$ cat config.mk
export PLATFORM = sky130hd
export DESIGN_NAME = alu_share_ctrl_flat
export DESIGN_NICKNAME = d
export VERILOG_FILES = /design/src/rtl/alu_pkg.sv /design/src/rtl/alu_share_ctrl_if.sv /design/src/rtl/alu_share_ctrl_rr_arb2.sv /design/src/rtl/alu_share_ctrl.sv /design/src/flat_wrapper.sv
export SDC_FILE = /design/constraint.sdc
export NUM_CORES = 1
export LEC_CHECK = 0
export BUFFER_PORTS_ARGS = -buffer_cell sky130_fd_sc_hd__buf_2
export CAP_MARGIN = 20
export CORE_AREA = 5 5 107 109
export CTS_BUF_LIST = sky130_fd_sc_hd__clkbuf_8
export CTS_CLUSTER_SIZE = 8
export DETAILED_ROUTE_END_ITERATION = 10
export DIE_AREA = 0 0 112 114
export GPL_TIMING_DRIVEN = 0
export PLACE_DENSITY = 0.91
export SYNTH_ARGS = -nofsm -noshare
export SYNTH_HDL_FRONTEND = slang
export SYNTH_HIERARCHICAL = 1
export SYNTH_SLANG_ARGS = --single-unit
$ cat constraint.sdc
create_clock -name clk -period 3.2 [get_ports clk]
set_input_delay 0.64 -clock clk [delete_from_list [all_inputs] [get_ports clk]]
set_output_delay 0.64 -clock clk [all_outputs]
set_load 0.05 [all_outputs]
$ cat src/rtl/alu_pkg.sv
// -----------------------------------------------------------------------------
// alu_pkg
// Shared definitions for the shared-ALU controller slice:
//   - default operand/result and opcode widths
//   - ALU opcode encoding (the controller forwards these untouched)
//   - controller FSM state encoding and settle-counter width
// -----------------------------------------------------------------------------
package alu_pkg;

  localparam int WIDTH_DEF = 32;
  localparam int OPW_DEF   = 3;

  // Settle counter holds SETTLE_CYCLES-1, and SETTLE_CYCLES is at most 15.
  localparam int CNT_W = 4;

  localparam logic [OPW_DEF-1:0] OP_ADD = 3'd0;
  localparam logic [OPW_DEF-1:0] OP_SUB = 3'd1;
  localparam logic [OPW_DEF-1:0] OP_AND = 3'd2;
  localparam logic [OPW_DEF-1:0] OP_OR  = 3'd3;
  localparam logic [OPW_DEF-1:0] OP_XOR = 3'd4;
  localparam logic [OPW_DEF-1:0] OP_NOT = 3'd5;
  localparam logic [OPW_DEF-1:0] OP_SLL = 3'd6;
  localparam logic [OPW_DEF-1:0] OP_SRL = 3'd7;

  typedef enum logic [1:0] {
    IDLE   = 2'd0,
    SETTLE = 2'd1,
    RESP   = 2'd2
  } ctrl_state_e;

endpackage

$ cat src/rtl/alu_share_ctrl_if.sv
// -----------------------------------------------------------------------------
// alu_share_ctrl_if
// Bundles every non-clock signal of alu_share_ctrl:
//   req0_* / req1_* : valid/ready request channels carrying op, a, b
//   alu_a/b/op      : registered operands and select towards the shared ALU
//   alu_s           : combinational ALU result back into the controller
//   rsp_*           : single valid/ready response channel tagged with rsp_id
// Modports: slave = controller side, master = requesters/ALU/consumer side.
// -----------------------------------------------------------------------------
interface alu_share_ctrl_if
  import alu_pkg::*;
#(
  parameter int WIDTH = WIDTH_DEF,
  parameter int OPW   = OPW_DEF
);

  logic             req0_valid;
  logic             req0_ready;
  logic [OPW-1:0]   req0_op;
  logic [WIDTH-1:0] req0_a;
  logic [WIDTH-1:0] req0_b;

  logic             req1_valid;
  logic             req1_ready;
  logic [OPW-1:0]   req1_op;
  logic [WIDTH-1:0] req1_a;
  logic [WIDTH-1:0] req1_b;

  logic [WIDTH-1:0] alu_a;
  logic [WIDTH-1:0] alu_b;
  logic [OPW-1:0]   alu_op;
  logic [WIDTH-1:0] alu_s;

  logic             rsp_valid;
  logic             rsp_ready;
  logic             rsp_id;
  logic [WIDTH-1:0] rsp_data;

  modport slave (
    input  req0_valid, req0_op, req0_a, req0_b,
    input  req1_valid, req1_op, req1_a, req1_b,
    input  alu_s, rsp_ready,
    output req0_ready, req1_ready,
    output alu_a, alu_b, alu_op,
    output rsp_valid, rsp_id, rsp_data
  );

  modport master (
    output req0_valid, req0_op, req0_a, req0_b,
    output req1_valid, req1_op, req1_a, req1_b,
    output alu_s, rsp_ready,
    input  req0_ready, req1_ready,
    input  alu_a, alu_b, alu_op,
    input  rsp_valid, rsp_id, rsp_data
  );

endinterface

$ cat src/rtl/alu_share_ctrl_rr_arb2.sv
// -----------------------------------------------------------------------------
// rr_arb2
// Two-way round-robin arbiter, purely combinational.
//   valid[1:0]  : request lines (bit N = requester N)
//   last_grant  : requester that won the previous accepted operation
//   grant[1:0]  : one-hot grant, all-zero when nobody requests
// A lone requester always wins; on a tie the requester that did not win
// last time gets the grant.
// -----------------------------------------------------------------------------
module rr_arb2 (
  input  logic [1:0] valid,
  input  logic       last_grant,
  output logic [1:0] grant
);

  always_comb begin
    // NOTE: assigning a default before the case keeps every path driven,
    // so no latch is inferred for grant.
    grant = 2'b00;
    unique case (valid)
      2'b01:   grant = 2'b01;
      2'b10:   grant = 2'b10;
      2'b11:   grant = last_grant ? 2'b01 : 2'b10;
      default: grant = 2'b00;
    endcase
  end

endmodule

$ cat src/rtl/alu_share_ctrl.sv
// -----------------------------------------------------------------------------
// alu_share_ctrl
// Time-shares one combinational ALU between two requesters.
//   clk  : rising-edge clock
//   rst  : synchronous, active-high reset
//   bus  : alu_share_ctrl_if.slave - two request channels, ALU operand/select
//          outputs, ALU result input, tagged response channel
// Flow: IDLE grants one requester (round robin) and registers its op/a/b onto
// the ALU inputs; SETTLE waits SETTLE_CYCLES edges for the gate chain to
// resolve and captures alu_s; RESP holds the tagged result until rsp_ready.
// Operands and opcode are passed through unmodified.
// -----------------------------------------------------------------------------
module alu_share_ctrl
  import alu_pkg::*;
#(
  parameter int WIDTH         = WIDTH_DEF,
  parameter int SETTLE_CYCLES = 2,
  parameter int OPW           = OPW_DEF
) (
  input logic             clk,
  input logic             rst,
  alu_share_ctrl_if.slave bus
);

  // Loaded on accept so that the capture lands exactly SETTLE_CYCLES edges
  // after the accept edge (counter hits zero on the last of those edges).
  localparam logic [CNT_W-1:0] CNT_LOAD = CNT_W'(SETTLE_CYCLES - 1);

  ctrl_state_e      state_q;
  ctrl_state_e      state_d;
  logic [CNT_W-1:0] cnt_q;
  logic             last_grant_q;
  logic [1:0]       grant;
  logic             sel;
  logic             accept;
  logic             capture;
  logic             rsp_done;

  logic [WIDTH-1:0] alu_a_q;
  logic [WIDTH-1:0] alu_b_q;
  logic [OPW-1:0]   alu_op_q;
  logic             rsp_valid_q;
  logic             rsp_id_q;
  logic [WIDTH-1:0] rsp_data_q;

  rr_arb2 u_arb (
    .valid      ({bus.req1_valid, bus.req0_valid}),
    .last_grant (last_grant_q),
    .grant      (grant)
  );

  // Ready is only offered while idle, so the one-hot grant guarantees at
  // most one ready per cycle.
  assign bus.req0_ready = (state_q == IDLE) && grant[0];
  assign bus.req1_ready = (state_q == IDLE) && grant[1];
  assign sel            = grant[1];

  // ---------------------------------------------------------------------------
  // Next-state logic
  // ---------------------------------------------------------------------------
  always_comb begin
    state_d  = state_q;
    accept   = 1'b0;
    capture  = 1'b0;
    rsp_done = 1'b0;
    unique case (state_q)
      IDLE: begin
        if (grant != 2'b00) begin
          accept  = 1'b1;
          state_d = SETTLE;
        end
      end
      SETTLE: begin
        if (cnt_q == '0) begin
          capture = 1'b1;
          state_d = RESP;
        end
      end
      RESP: begin
        // rsp_valid is always high here, so rsp_ready alone completes it.
        if (bus.rsp_ready) begin
          rsp_done = 1'b1;
          state_d  = IDLE;
        end
      end
      default: state_d = IDLE;
    endcase
  end

  // ---------------------------------------------------------------------------
  // State register
  // ---------------------------------------------------------------------------
  always_ff @(posedge clk) begin
    // NOTE: clocked state uses non-blocking assignments so every register
    // samples pre-edge values regardless of block ordering.
    if (rst) begin
      state_q <= IDLE;
    end else begin
      state_q <= state_d;
    end
  end

  // ---------------------------------------------------------------------------
  // Datapath registers: ALU operand latch, settle counter, response holder
  // ---------------------------------------------------------------------------
  always_ff @(posedge clk) begin
    if (rst) begin
      alu_a_q      <= '0;
      alu_b_q      <= '0;
      alu_op_q     <= '0;
      cnt_q        <= '0;
      last_grant_q <= 1'b1;
      rsp_valid_q  <= 1'b0;
      rsp_id_q     <= 1'b0;
      rsp_data_q   <= '0;
    end else begin
      if (accept) begin
        alu_a_q      <= sel ? bus.req1_a  : bus.req0_a;
        alu_b_q      <= sel ? bus.req1_b  : bus.req0_b;
        alu_op_q     <= sel ? bus.req1_op : bus.req0_op;
        last_grant_q <= sel;
        rsp_id_q     <= sel;
        cnt_q        <= CNT_LOAD;
      end else if (state_q == SETTLE && cnt_q != '0) begin
        cnt_q <= cnt_q - 1'b1;
      end

      if (capture) begin
        rsp_data_q  <= bus.alu_s;
        rsp_valid_q <= 1'b1;
      end else if (rsp_done) begin
        rsp_valid_q <= 1'b0;
      end
    end
  end

  assign bus.alu_a     = alu_a_q;
  assign bus.alu_b     = alu_b_q;
  assign bus.alu_op    = alu_op_q;
  assign bus.rsp_valid = rsp_valid_q;
  assign bus.rsp_id    = rsp_id_q;
  assign bus.rsp_data  = rsp_data_q;

endmodule

$ cat src/flat_wrapper.sv
// flat-port wrapper written by rule: the top's interface ports become plain ports
module alu_share_ctrl_flat import alu_pkg::*;
#(
  parameter int WIDTH         = WIDTH_DEF,
  parameter int SETTLE_CYCLES = 2,
  parameter int OPW           = OPW_DEF
)
  (clk, rst, bus_req0_valid, bus_req0_op, bus_req0_a, bus_req0_b, bus_req1_valid, bus_req1_op, bus_req1_a, bus_req1_b, bus_alu_s, bus_rsp_ready, bus_req0_ready, bus_req1_ready, bus_alu_a, bus_alu_b, bus_alu_op, bus_rsp_valid, bus_rsp_id, bus_rsp_data);
  alu_share_ctrl_if #(.WIDTH(WIDTH), .OPW(OPW)) bus_i ();
  input logic clk;
  input logic rst;
  input wire logic [$bits(bus_i.req0_valid)-1:0] bus_req0_valid;
  input wire logic [$bits(bus_i.req0_op)-1:0] bus_req0_op;
  input wire logic [$bits(bus_i.req0_a)-1:0] bus_req0_a;
  input wire logic [$bits(bus_i.req0_b)-1:0] bus_req0_b;
  input wire logic [$bits(bus_i.req1_valid)-1:0] bus_req1_valid;
  input wire logic [$bits(bus_i.req1_op)-1:0] bus_req1_op;
  input wire logic [$bits(bus_i.req1_a)-1:0] bus_req1_a;
  input wire logic [$bits(bus_i.req1_b)-1:0] bus_req1_b;
  input wire logic [$bits(bus_i.alu_s)-1:0] bus_alu_s;
  input wire logic [$bits(bus_i.rsp_ready)-1:0] bus_rsp_ready;
  output wire logic [$bits(bus_i.req0_ready)-1:0] bus_req0_ready;
  output wire logic [$bits(bus_i.req1_ready)-1:0] bus_req1_ready;
  output wire logic [$bits(bus_i.alu_a)-1:0] bus_alu_a;
  output wire logic [$bits(bus_i.alu_b)-1:0] bus_alu_b;
  output wire logic [$bits(bus_i.alu_op)-1:0] bus_alu_op;
  output wire logic [$bits(bus_i.rsp_valid)-1:0] bus_rsp_valid;
  output wire logic [$bits(bus_i.rsp_id)-1:0] bus_rsp_id;
  output wire logic [$bits(bus_i.rsp_data)-1:0] bus_rsp_data;
  assign bus_i.req0_valid = bus_req0_valid;
  assign bus_i.req0_op = bus_req0_op;
  assign bus_i.req0_a = bus_req0_a;
  assign bus_i.req0_b = bus_req0_b;
  assign bus_i.req1_valid = bus_req1_valid;
  assign bus_i.req1_op = bus_req1_op;
  assign bus_i.req1_a = bus_req1_a;
  assign bus_i.req1_b = bus_req1_b;
  assign bus_i.alu_s = bus_alu_s;
  assign bus_i.rsp_ready = bus_rsp_ready;
  assign bus_req0_ready = bus_i.req0_ready;
  assign bus_req1_ready = bus_i.req1_ready;
  assign bus_alu_a = bus_i.alu_a;
  assign bus_alu_b = bus_i.alu_b;
  assign bus_alu_op = bus_i.alu_op;
  assign bus_rsp_valid = bus_i.rsp_valid;
  assign bus_rsp_id = bus_i.rsp_id;
  assign bus_rsp_data = bus_i.rsp_data;
  alu_share_ctrl #(.WIDTH(WIDTH), .SETTLE_CYCLES(SETTLE_CYCLES), .OPW(OPW)) u_core (.clk(clk), .rst(rst), .bus(bus_i));
endmodule
Word-level counts from Yosys, hierarchy flattened
Index checks and enable logic that the tools add are counted.
Operators by class
  add/sub/neg operators: 1
  equality and inequality tests: 8
  reduce and logical (&&, ||, !) cells: 11
  mux-type cells: 19
Operator list (count)
  32-bit 2-to-1 mux: 2
  2-bit case mux with 3 select lines: 2
  1-bit 2-to-1 mux: 10
  2-bit 2-to-1 mux: 4
  2-bit == test (second input constant): 3
  2-bit nonzero test: 3
  2-bit by 1-bit == test with 1-bit output (second input constant): 2
  4-bit zero test: 1
  2-bit inequality test (second input constant): 2
  4-bit nonzero test: 1
  4-bit by 1-bit subtractor with 4-bit output (second input constant): 1
  1-bit logical AND: 3
  3-bit 2-to-1 mux: 1
  3-bit AND reduction: 1
  2-bit zero test: 1
  2-bit by 1-bit inequality test with 1-bit output (second input constant): 1
  2-bit OR reduction: 1
Storage, ports and cells
  input port bits: 171
  register bits after elaboration: 108

Depth between registers and ports, before layout
Gate-level depths: netlist of run 1.
  depth in word-level cells: 6
  gate-level depth with buffers: 8
  gate-level depth less buffers: 5

By module
Netlist of run 1, hierarchy kept.
Modules (own cells, without submodules)
  alu_share_ctrl: area an instance 5052.3 µm², sequential area each 2162.1 µm², instances 1, cells an instance 502
  rr_arb2: area an instance 18.8 µm², sequential area each 0.0 µm², instances 1, cells an instance 3

Worst setup path after synthesis of run 1
OpenSTA, ideal clock, no wires.
  kind: input to output
  from: input port bus_req1_valid
  to: output port bus_req1_ready
  slack: 0.980 ns
  arrival: 1.580 ns
  stages: 4
  buffers on the path: 2
  required time: 2.560 ns
  path through: a21boi_0 -> buf_2 -> buf_4 -> and2_1
On the way
  cells in the longest elaborated chain, start to end: 3
  elaborated cells on any way between the ends: 5
RTL lines
  start, declared: line flat_wrapper.sv:16  | input wire logic [$bits(bus_i.req1_valid)-1:0] bus_req1_valid;
  2-bit == test / 2-bit by 1-bit == test with 1-bit output (equally long branches): line alu_share_ctrl_rr_arb2.sv:20  | unique case (valid)
  2-bit case mux with 3 select lines *: line alu_share_ctrl_rr_arb2.sv:20
  1-bit logical AND *: line alu_share_ctrl.sv:55  | assign bus.req1_ready = (state_q == IDLE) && grant[1];
  end, declared: line flat_wrapper.sv:23  | output wire logic [$bits(bus_i.req1_ready)-1:0] bus_req1_ready;
Every way passes the cells marked *; elsewhere a longest branch is shown, timed or not.

Worst setup path after layout of run 1
  from: register u_core.state_q[0]
  to: output port bus_req1_ready
On the way
  cells in the longest elaborated chain, start to end: 2
RTL lines
  start, declared: line alu_share_ctrl.sv:29  | ctrl_state_e state_q;
  start signal, assigned: line alu_share_ctrl.sv:99  | state_q <= state_d;
  2-bit zero test: line alu_share_ctrl.sv:55
  1-bit logical AND: line alu_share_ctrl.sv:55
No other way between the ends.

==> results of run 1 <==
==> cell families after synthesis <==
group,synth area share (%)
AOI/OAI and AO/OA,32.1
DFF,42.6
adders and majority gates,0.247
and+or+nand+nor,5.40
muxes,13.4
buffers and inverters,6.24
==> worst register-to-register path, cell delays in order, from the launching register on <==
cell and delay, ns:
dfxtp_1 0.33, a21boi_0 0.16, buf_2 0.23, or2_1 0.13, buf_2 0.16, buf_4 0.21
clkbuf_1 0.36, a21oi_1 0.15, a211oi_2 0.22
==> cells in the final DEF (no fill, tap or decap), drive strengths merged, types with 2 or more instances in the layout <==
master    n
a21oi   102
a211oi   69
mux2i    68
nand2b    2
nand3    33
dfxtp   108
a21boi    2
inv      10
buf     293
clkbuf   46
o21ai    34
and2      2
clkinv    3
nor2      4
or3b      2
==> area by class of cell <==
type	instances	share of cell area (%)
clock inverter	6	0.663
clock buffer	10	2.03
buffer	57	4.27
inverter	7	0.387
multi-input combinational	333	38.2
timing repair buffer	272	20.0
tap	140	2.58
sequential	108	31.8
==> registers in the layout, indices dropped and copies added, names as in the netlist, 2 cells and up <==
register,cells
u_core/bus.alu_op,3
u_core/bus.rsp_data,32
u_core/cnt_q,4
u_core/state_q,2
u_core/bus.alu_b,32
u_core/bus.alu_a,32
==> power by group <==
part	internal [W]	switching, W
registers	0.00153	0.000101
logic	0.000549	0.00132
clock network	0.000313	0.000468
==> Yosys cell counts (3+ instances only) <==
master and n:
buf_1 4, a211oi_2 69, o21ai_0 3, o21ai_1 31, clkbuf_1 36, buf_6 8
nor2_1 3, inv_1 7, mux2i_1 68, buf_2 7, dfxtp_1 108, a21oi_1 102
nand3_1 33
==> stage by stage <==
stage,std cells,setup slack [ns],util [%],hold WS [ns],total power [W]
CTS,933,0.608,64.6,0.483,0.00431
finish,933,0.624,64.6,0.481,0.00428
floorplan,505,0.980,-,0.453,0.00304
global placement,917,0.701,62.9,0.462,0.00350
detailed placement,917,0.704,62.9,0.469,0.00353
global route,933,0.481,64.6,0.499,0.00451
==> how the worst min path moves through the flow <==
stage                                    endpoint
after detailed placement  u_core/bus.rsp_data[10]
after global placement    u_core/bus.rsp_data[31]
final                      u_core/bus.rsp_data[8]
after global routing      u_core/bus.rsp_data[16]
after CTS                 u_core/bus.rsp_data[10]
after floorplan               u_core/last_grant_q
==> metal layers <==
metal,part of all wire (%),vias to the layer above,global-route usage [%]
met5,0,-,0
met4,1.1,0,5.21
met3,7.9,16,6.15
met2,51,215,42.9
met1,40,2349,29.8
li1,-,2452,-
==> impl_metrics.ini, run 1 <==
[timing]
setup_viol = 0
final_max_slew_viol_count = 0
skew_ns = 0.0125
worstMarginPinSlew_ns = 0.878
fin_setup_tns_ns = 0
slew_headroom_pct = 41.5
period_needed_ns = 2.58
rsz0062_at_grt = false
hold_viol = 0
fmax_mhz = 388
fin_crit_sh_pct = 80.5

[clocking]
cts_buffers = 9
cts_resized = 0
clk_latency_ns = 0.36
cts_root_buf = clkbuf_8
htreeDepth = 3
tritoncts = yes
cts_setup_buffers = 0
cts.sinks = 108
hold_buffers = 0
cts_buffer_depth = 2
cts.clk_slew.worst_paths_ns = 0.09

[drt]
dr.pass1.iters = 5
drt_iter0_markers = 329
vias_per_cell = 5.39
drc = 0
num_vias = 5032
wl_per_cell_microns = 17.0
drtAntennaViolNets = 0
routed_wl_microns = 15800

[critical_path]
crit_type = register to output port
path_cells = nor2_2 -> buf_2 -> and2_1 -> buf_2
r2r_slack_ns = 1.19
path_max_fanout = 10
worst-r2r-cell-count = 8
regToRegEndpoint = u_core/bus.alu_b[26]
critPathBufInv = 2
cp_num_cells = 4
endpoint = bus_req1_ready
cp_top_family = buffers and inverters
worstSetupEndpointType = output port
required_ns = 2.56
cp.arrival_ns = 1.94
slowest_stage = dfxtp_1
r2r_start = u_core/last_grant_q
crit_path_start_kind = register
cpPeakStageDelay_ns = 0.39
startpoint = u_core/state_q[0]
crit_top_cell = buf_2

[floorplan]
die_h_microns = 114
coreArea_sq_um = 10500
pin_count = 274
die_area_sq_um = 12800
rows = 38
initial_core_util_pct = 48.3
chipWidth_microns = 112

[synthesis]
postSynthAreaPerCell_sq_um = 10.0
synth_fp_nets = 677
synth-seq-cells = 108
synth_largest_area_cell = dfxtp_1
syn_area_sq_um = 5070
synth_edf_count = 0
synth_cell_types = 35
synth_top_area_share_pct = 42.6
postSynthCellCount = 505
synth_warnings = 6
synth_ff_type = dfxtp_1
yosysSeqAreaShare_pct = 42.6
synth-async-reset-ratio_pct = 0
synthTopCellsByArea = dfxtp_1 (43%), a211oi_2 (17%), mux2i_1 (13%)

[layout]
area_growth_syn_to_layout_pct = 33.9
fillers = 887
n_antenna_cell = 0
seqCellArea_sq_um = 2160
final_net_count = 960
design_area_sq_um = 6790
layout-drive-gt1-share_pct = 47.5
multi_input_area_sq_um = 2590

[placement]
gp_congestion = 0.862
placed_cell_area_sq_um = 6610
port_buffers = 272
hpwl_microns = 12200

[pwr]
power.leakage_nw = 3.02
power_density_nw_per_um2 = 631
irDropWorstVdd_mv = 0.358

[global_routing]
grt_pass1_vias = 5024
grt_max_degree = 19
grt_pass1_wl_microns = 25300
grt_antenna_before_repair = 0
track_usage_pct = 24.2
grt.overflow.total = 0

[worst_hold_path]
hold_depth = 2
min_from = u_core/bus.rsp_data[8]
hp-class = register to register

[run_status]
status = finished clean

[flow_run]
max_cap_viol_count = 0
Power figures use the tool's default switching activity.
==> inputs of run 2 (changes only) <==
--- a/config.mk
+++ b/config.mk
@@ -7,13 +7,13 @@
 export LEC_CHECK = 0
 export BUFFER_PORTS_ARGS = -buffer_cell sky130_fd_sc_hd__buf_2
 export CAP_MARGIN = 20
-export CORE_AREA = 5 5 107 109
+export CORE_AREA = 5 5 116 118
 export CTS_BUF_LIST = sky130_fd_sc_hd__clkbuf_8
 export CTS_CLUSTER_SIZE = 8
 export DETAILED_ROUTE_END_ITERATION = 10
-export DIE_AREA = 0 0 112 114
+export DIE_AREA = 0 0 121 123
 export GPL_TIMING_DRIVEN = 0
-export PLACE_DENSITY = 0.91
+export PLACE_DENSITY = 0.82
 export SYNTH_ARGS = -nofsm -noshare
 export SYNTH_HDL_FRONTEND = slang
 export SYNTH_HIERARCHICAL = 1
==> constraint.sdc (replaced) <==
create_clock -name clk -period 2.1 [get_ports clk]
set_input_delay 0.42 -clock clk [delete_from_list [all_inputs] [get_ports clk]]
set_output_delay 0.42 -clock clk [all_outputs]
set_load 0.05 [all_outputs]
==> run 2 against run 1 <==
  * Register-to-register slack worse by 1.0 ns
  * Non-clock buffer count up 4
  * Combinational power up 55%
  * Largest power group unchanged
  * Via count down 1.5%
  * Global-route usage down 4.0 points
==> impl_metrics.ini, run 2 (synthesis gave the netlist of run 1 again) <==
[run_status]
status = finished clean

[placement]
gp_congestion = 0.791
hpwl_microns = 12100
place_ws_ns = -0.217
port_buffers = 272

[floorplan]
die_h_microns = 123
coreArea_sq_um = 12400
die_area_sq_um = 14900
rows = 41
pin_count = 274
chipWidth_microns = 121
initial_core_util_pct = 41.0

[critical_path]
cpPeakStageDelay_ns = 0.43
crit_path_start_kind = register
required_ns = 1.68
cp.arrival_ns = 1.58
slowest_stage = or3b_4
crit_top_cell = inv_1
worstSetupEndpointType = output port
path_max_fanout = 3
path_cells = inv_1 -> a21boi_2 -> or3b_4 -> inv_1 -> buf_6
crit_type = register to output port
r2r_slack_ns = 0.14

[timing]
skew_ns = 0.00847
slew_headroom_pct = 43.8
worstMarginPinSlew_ns = 0.843
fin_crit_sh_pct = 95.5
hold_viol = 0
final_max_slew_viol_count = 0
layout_setup_ws_ns = 0.0953
fmax_mhz = 499
period_needed_ns = 2.00
setup_viol = 0
holdWs_ns = 0.295

[drt]
dr.pass1.iters = 5
routed_wl_microns = 15900
vias_per_cell = 5.11
drc = 0
wl_per_cell_microns = 16.4
drt_iter0_markers = 274
drtAntennaViolNets = 0
num_vias = 4955

[pwr]
irDropWorstVdd_mv = 0.514
power.leakage_nw = 3.08
power_density_nw_per_um2 = 969

[layout]
n_antenna_cell = 0
layout-drive-gt1-share_pct = 48.9
layout_commonest_cell = buf_2
area_growth_syn_to_layout_pct = 36.8
final_net_count = 964
final_cell_mix = buf_2 (275), dfxtp_1 (107), a21oi_1 (102), a211oi_2 (69), mux2i_1 (68)
final_util_pct = 56.1

[global_routing]
grt_pass1_wl_microns = 24100
grt.overflow.total = 0
grt_pass1_vias = 4776
track_usage_pct = 20.2
grt_max_degree = 19
grt_antenna_before_repair = 0

[clocking]
hold_buffers = 0
cts.clk_slew.worst_paths_ns = 0.11
tritoncts = yes
cts.sinks = 108
clk_latency_ns = 0.36
cts_buffer_depth = 2
cts_buffers = 9
cts_root_buf = clkbuf_8
htreeDepth = 3

[flow_run]
max_cap_viol_count = 0

[worst_hold_path]
hp-class = primary input to register
[run 2: changes by cell type in the layout (fill, tap and decap cells not counted), moves of 2 or more]
| cell | previous run | this run |
|---|---|---|
| clkbuf_1 | 36 | 31 |
| buf_6 | 8 | 10 |
| buf_4 | 2 | 8 |
| clkbuf_2 | 0 | 4 |
| buf_2 | 279 | 275 |
[run 2: power breakdown]
part	internal (W)	total [W]	switching [W]
Sequential	0.00233	0.00248	0.000149
Clock	0.000599	0.00134	0.000745
Combinational	0.000873	0.00290	0.00202
[run 2: worst paths after layout]
path | from | endpoint | depth (start not counted)
setup / recovery | u_core/last_grant_q | bus_req0_ready | 5
hold / removal | bus_alu_s[30] | u_core/bus.rsp_data[30] | 3
setup reg to reg | u_core/cnt_q[0] | u_core/bus.rsp_data[21] | 7
hold reg to reg | u_core/bus.rsp_data[0] | u_core/bus.rsp_data[0] | 2
[run 2: final cells by class]
class | instances | area (sq um)
Buffer | 56 | 309
Clock buffer | 10 | 138
Clock inverter | 6 | 68.8
Fill cell | 1144 | 5430
Inverter | 7 | 26.3
Multi-Input combinational cell | 333 | 2610
Sequential cell | 108 | 2160
Tap cell | 172 | 215
Timing Repair Buffer | 277 | 1410
[run 2: metrics by stage]
| step | area [sq um] | std cells | total power [W] | setup TNS (ns) |
|---|---|---|---|---|
| after floorplan | 5070 | 505 | 0.00464 | 0 |
| after global placement | 6650 | 949 | 0.00535 | -2.13 |
| after detailed placement | 6650 | 949 | 0.00539 | -2.14 |
| after CTS | 6920 | 969 | 0.00677 | 0 |
| after global routing | 6940 | 969 | 0.00708 | -0.0280 |
| final | 6940 | 969 | 0.00672 | 0 |
[run 2: critical path: cells and delay by family (launching register included)]
family,cells,cell delay [ns]
simple gates,1,0.43
flops,1,0.35
buf+inv,3,0.30
compound gates,1,0.15
[run 2: layer usage]
| metal | part of all wire (%) | track usage, % | up-vias |
|---|---|---|---|
| met5 | 0 | 0 | - |
| met4 | 1.0 | 4.89 | 0 |
| met3 | 7.5 | 4.62 | 12 |
| met2 | 49 | 35.1 | 192 |
| met1 | 42 | 25.5 | 2298 |
| li1 | - | - | 2453 |
[run 2: what timing repair did]
action                                  in CTS  in global routing
gates cloned                                 0                  0
gates resized for setup                     10                 12
endpoints found under the setup margin      12                 26
setup buffers                                4                  1
pin swaps                                    1                  1
==> inputs of run 3 (changes only) <==
--- a/config.mk
+++ b/config.mk
@@ -7,13 +7,12 @@
 export LEC_CHECK = 0
 export BUFFER_PORTS_ARGS = -buffer_cell sky130_fd_sc_hd__buf_2
 export CAP_MARGIN = 20
-export CORE_AREA = 5 5 116 118
+export CORE_AREA = 5 5 107 109
 export CTS_BUF_LIST = sky130_fd_sc_hd__clkbuf_8
 export CTS_CLUSTER_SIZE = 8
 export DETAILED_ROUTE_END_ITERATION = 10
-export DIE_AREA = 0 0 121 123
-export GPL_TIMING_DRIVEN = 0
-export PLACE_DENSITY = 0.82
+export DIE_AREA = 0 0 112 114
+export PLACE_DENSITY = 0.91
 export SYNTH_ARGS = -nofsm -noshare
 export SYNTH_HDL_FRONTEND = slang
 export SYNTH_HIERARCHICAL = 1
==> constraint.sdc (replaced) <==
create_clock -name clk -period 2.4 [get_ports clk]
set_input_delay 0.48 -clock clk [delete_from_list [all_inputs] [get_ports clk]]
set_output_delay 0.48 -clock clk [all_outputs]
set_load 0.05 [all_outputs]
==> run 3 against run 2 <==
  * Clock skew up 0.0069 ns
  * Global-route usage up 2.0 points
  * Clock power down 21%
  * Highest routed layer unchanged
  * Sequential share of layout area up 1.2 points
==> impl_metrics.ini, run 3 (synthesis gave the netlist of run 1 again) <==
[placement]
place_ws_ns = 0.344
hpwl_microns = 10800
gp_congestion = 0.783
port_buffers = 273
placed_cell_area_sq_um = 6500

[floorplan]
pin_count = 274
initial_core_util_pct = 48.3
rows = 38
die_area_sq_um = 12800
coreArea_sq_um = 10500
die_h_microns = 114
chipWidth_microns = 112

[global_routing]
grt_max_degree = 69
grt_pass1_vias = 4808
grt_antenna_before_repair = 0
grt_pass1_wl_microns = 23700
track_usage_pct = 22.2
grt.overflow.total = 0

[timing]
fin_crit_sh_pct = 92.3
rsz0062_at_grt = false
fin_setup_tns_ns = 0
final_max_slew_viol_count = 0
skew_ns = 0.0154
layout_setup_ws_ns = 0.186
setup_viol = 0
period_needed_ns = 2.21
worstMarginPinSlew_ns = 0.700
fmax_mhz = 452
hold_viol = 0
slew_headroom_pct = 53.3

[critical_path]
required_ns = 1.92
crit_type = register to output port
worstSetupEndpointType = output port
slowest_stage = dfxtp_1
cp.arrival_ns = 1.73
path_cells = inv_1 -> a21boi_1 -> or3b_1 -> inv_1 -> buf_2
path_max_fanout = 3
crit_path_start_kind = register
cpPeakStageDelay_ns = 0.42
crit_top_cell = inv_1

[layout]
n_antenna_cell = 0
area_growth_syn_to_layout_pct = 31.8
final_cell_mix = buf_2 (272), dfxtp_1 (108), a21oi_1 (102), a211oi_2 (69), mux2i_1 (68)
fillers = 881
final_net_count = 919
design_area_sq_um = 6690
layout-drive-gt1-share_pct = 50.5
layout_commonest_cell = buf_2

[clocking]
cts_buffers = 9
cts_resized = 0
cts_setup_buffers = 0
htreeDepth = 3
hold_buffers = 0
cts_root_buf = clkbuf_8
cts_buffer_depth = 2
cts.clk_slew.worst_paths_ns = 0.11
clk_latency_ns = 0.36
tritoncts = yes
cts.sinks = 108

[drt]
num_vias = 4862
drtAntennaViolNets = 0
drt_iter0_markers = 525
routed_wl_microns = 14800
drc = 0
vias_per_cell = 5.45
wl_per_cell_microns = 16.5
dr.pass1.iters = 5

[pwr]
power_density_nw_per_um2 = 845
power.total_w = 0.00565
power.leakage_nw = 2.99
irDropWorstVdd_mv = 0.489

[flow_run]
max_cap_viol_count = 0

[worst_hold_path]
hp-class = primary input to register

[run_status]
status = finished clean
run 3: changes by cell type in the layout (fill, tap and decap cells not counted), moves of 3 or more:
cell | previous run | this run
clkbuf_1 | 31 | 0
buf_6 | 10 | 0
buf_4 | 8 | 13
buf_1 | 4 | 0
clkbuf_2 | 4 | 0
buf_2 | 275 | 272
run 3: final timing paths:
kind	startpoint	slack, ns	cells past startpoint	end
worst max-delay path	u_core/last_grant_q	0.19	5	bus_req0_ready
worst min-delay path	bus_alu_s[23]	0.36	3	u_core/bus.rsp_data[23]
worst max register to register	u_core/last_grant_q	0.55	6	u_core/bus.alu_b[2]
worst min register to register	u_core/bus.rsp_data[12]	0.48	2	u_core/bus.rsp_data[12]
run 3: area by class of cell:
class	instances	area [sq um]	share of cell area, %
Clock buffer	10	138	2.06
Clock inverter	6	45.0	0.674
Inverter	7	26.3	0.393
Multi-Input combinational cell	333	2620	39.2
Sequential cell	108	2160	32.3
Tap cell	140	175	2.62
Timing Repair Buffer	288	1520	22.7
run 3: worst max-delay path, delay by kind of cell, from the launching register on:
family | cells | cell delay (ns)
flip-flops | 1 | 0.42
AND/OR/NAND/NOR | 1 | 0.42
buffers and inverters | 3 | 0.39
AO/OA/AOI/OAI | 1 | 0.16
run 3: layer usage:
layer	vias up	share of wire, %	track usage, %
li1	2366	-	-
met1	2253	38	26.7
met2	228	51	39.3
met3	15	9.3	6.37
met4	0	1.3	5.53
met5	-	0	0
run 3: power by group:
| group | leakage [nW] | switching [W] | internal [W] |
|---|---|---|---|
| logic | 2.00 | 0.00172 | 0.000698 |
| clock network | 0.0978 | 0.000637 | 0.000419 |
| registers | 0.891 | 0.000138 | 0.00204 |
run 3: metrics by stage:
stage | hold WS [ns] | utilization [%] | cells
after floorplan | 0.453 | - | 505
after global placement | 0.454 | 61.9 | 876
after detailed placement | 0.470 | 61.9 | 876
after CTS | 0.346 | 63.6 | 892
after global routing | 0.337 | 63.6 | 892
final | 0.362 | 63.6 | 892
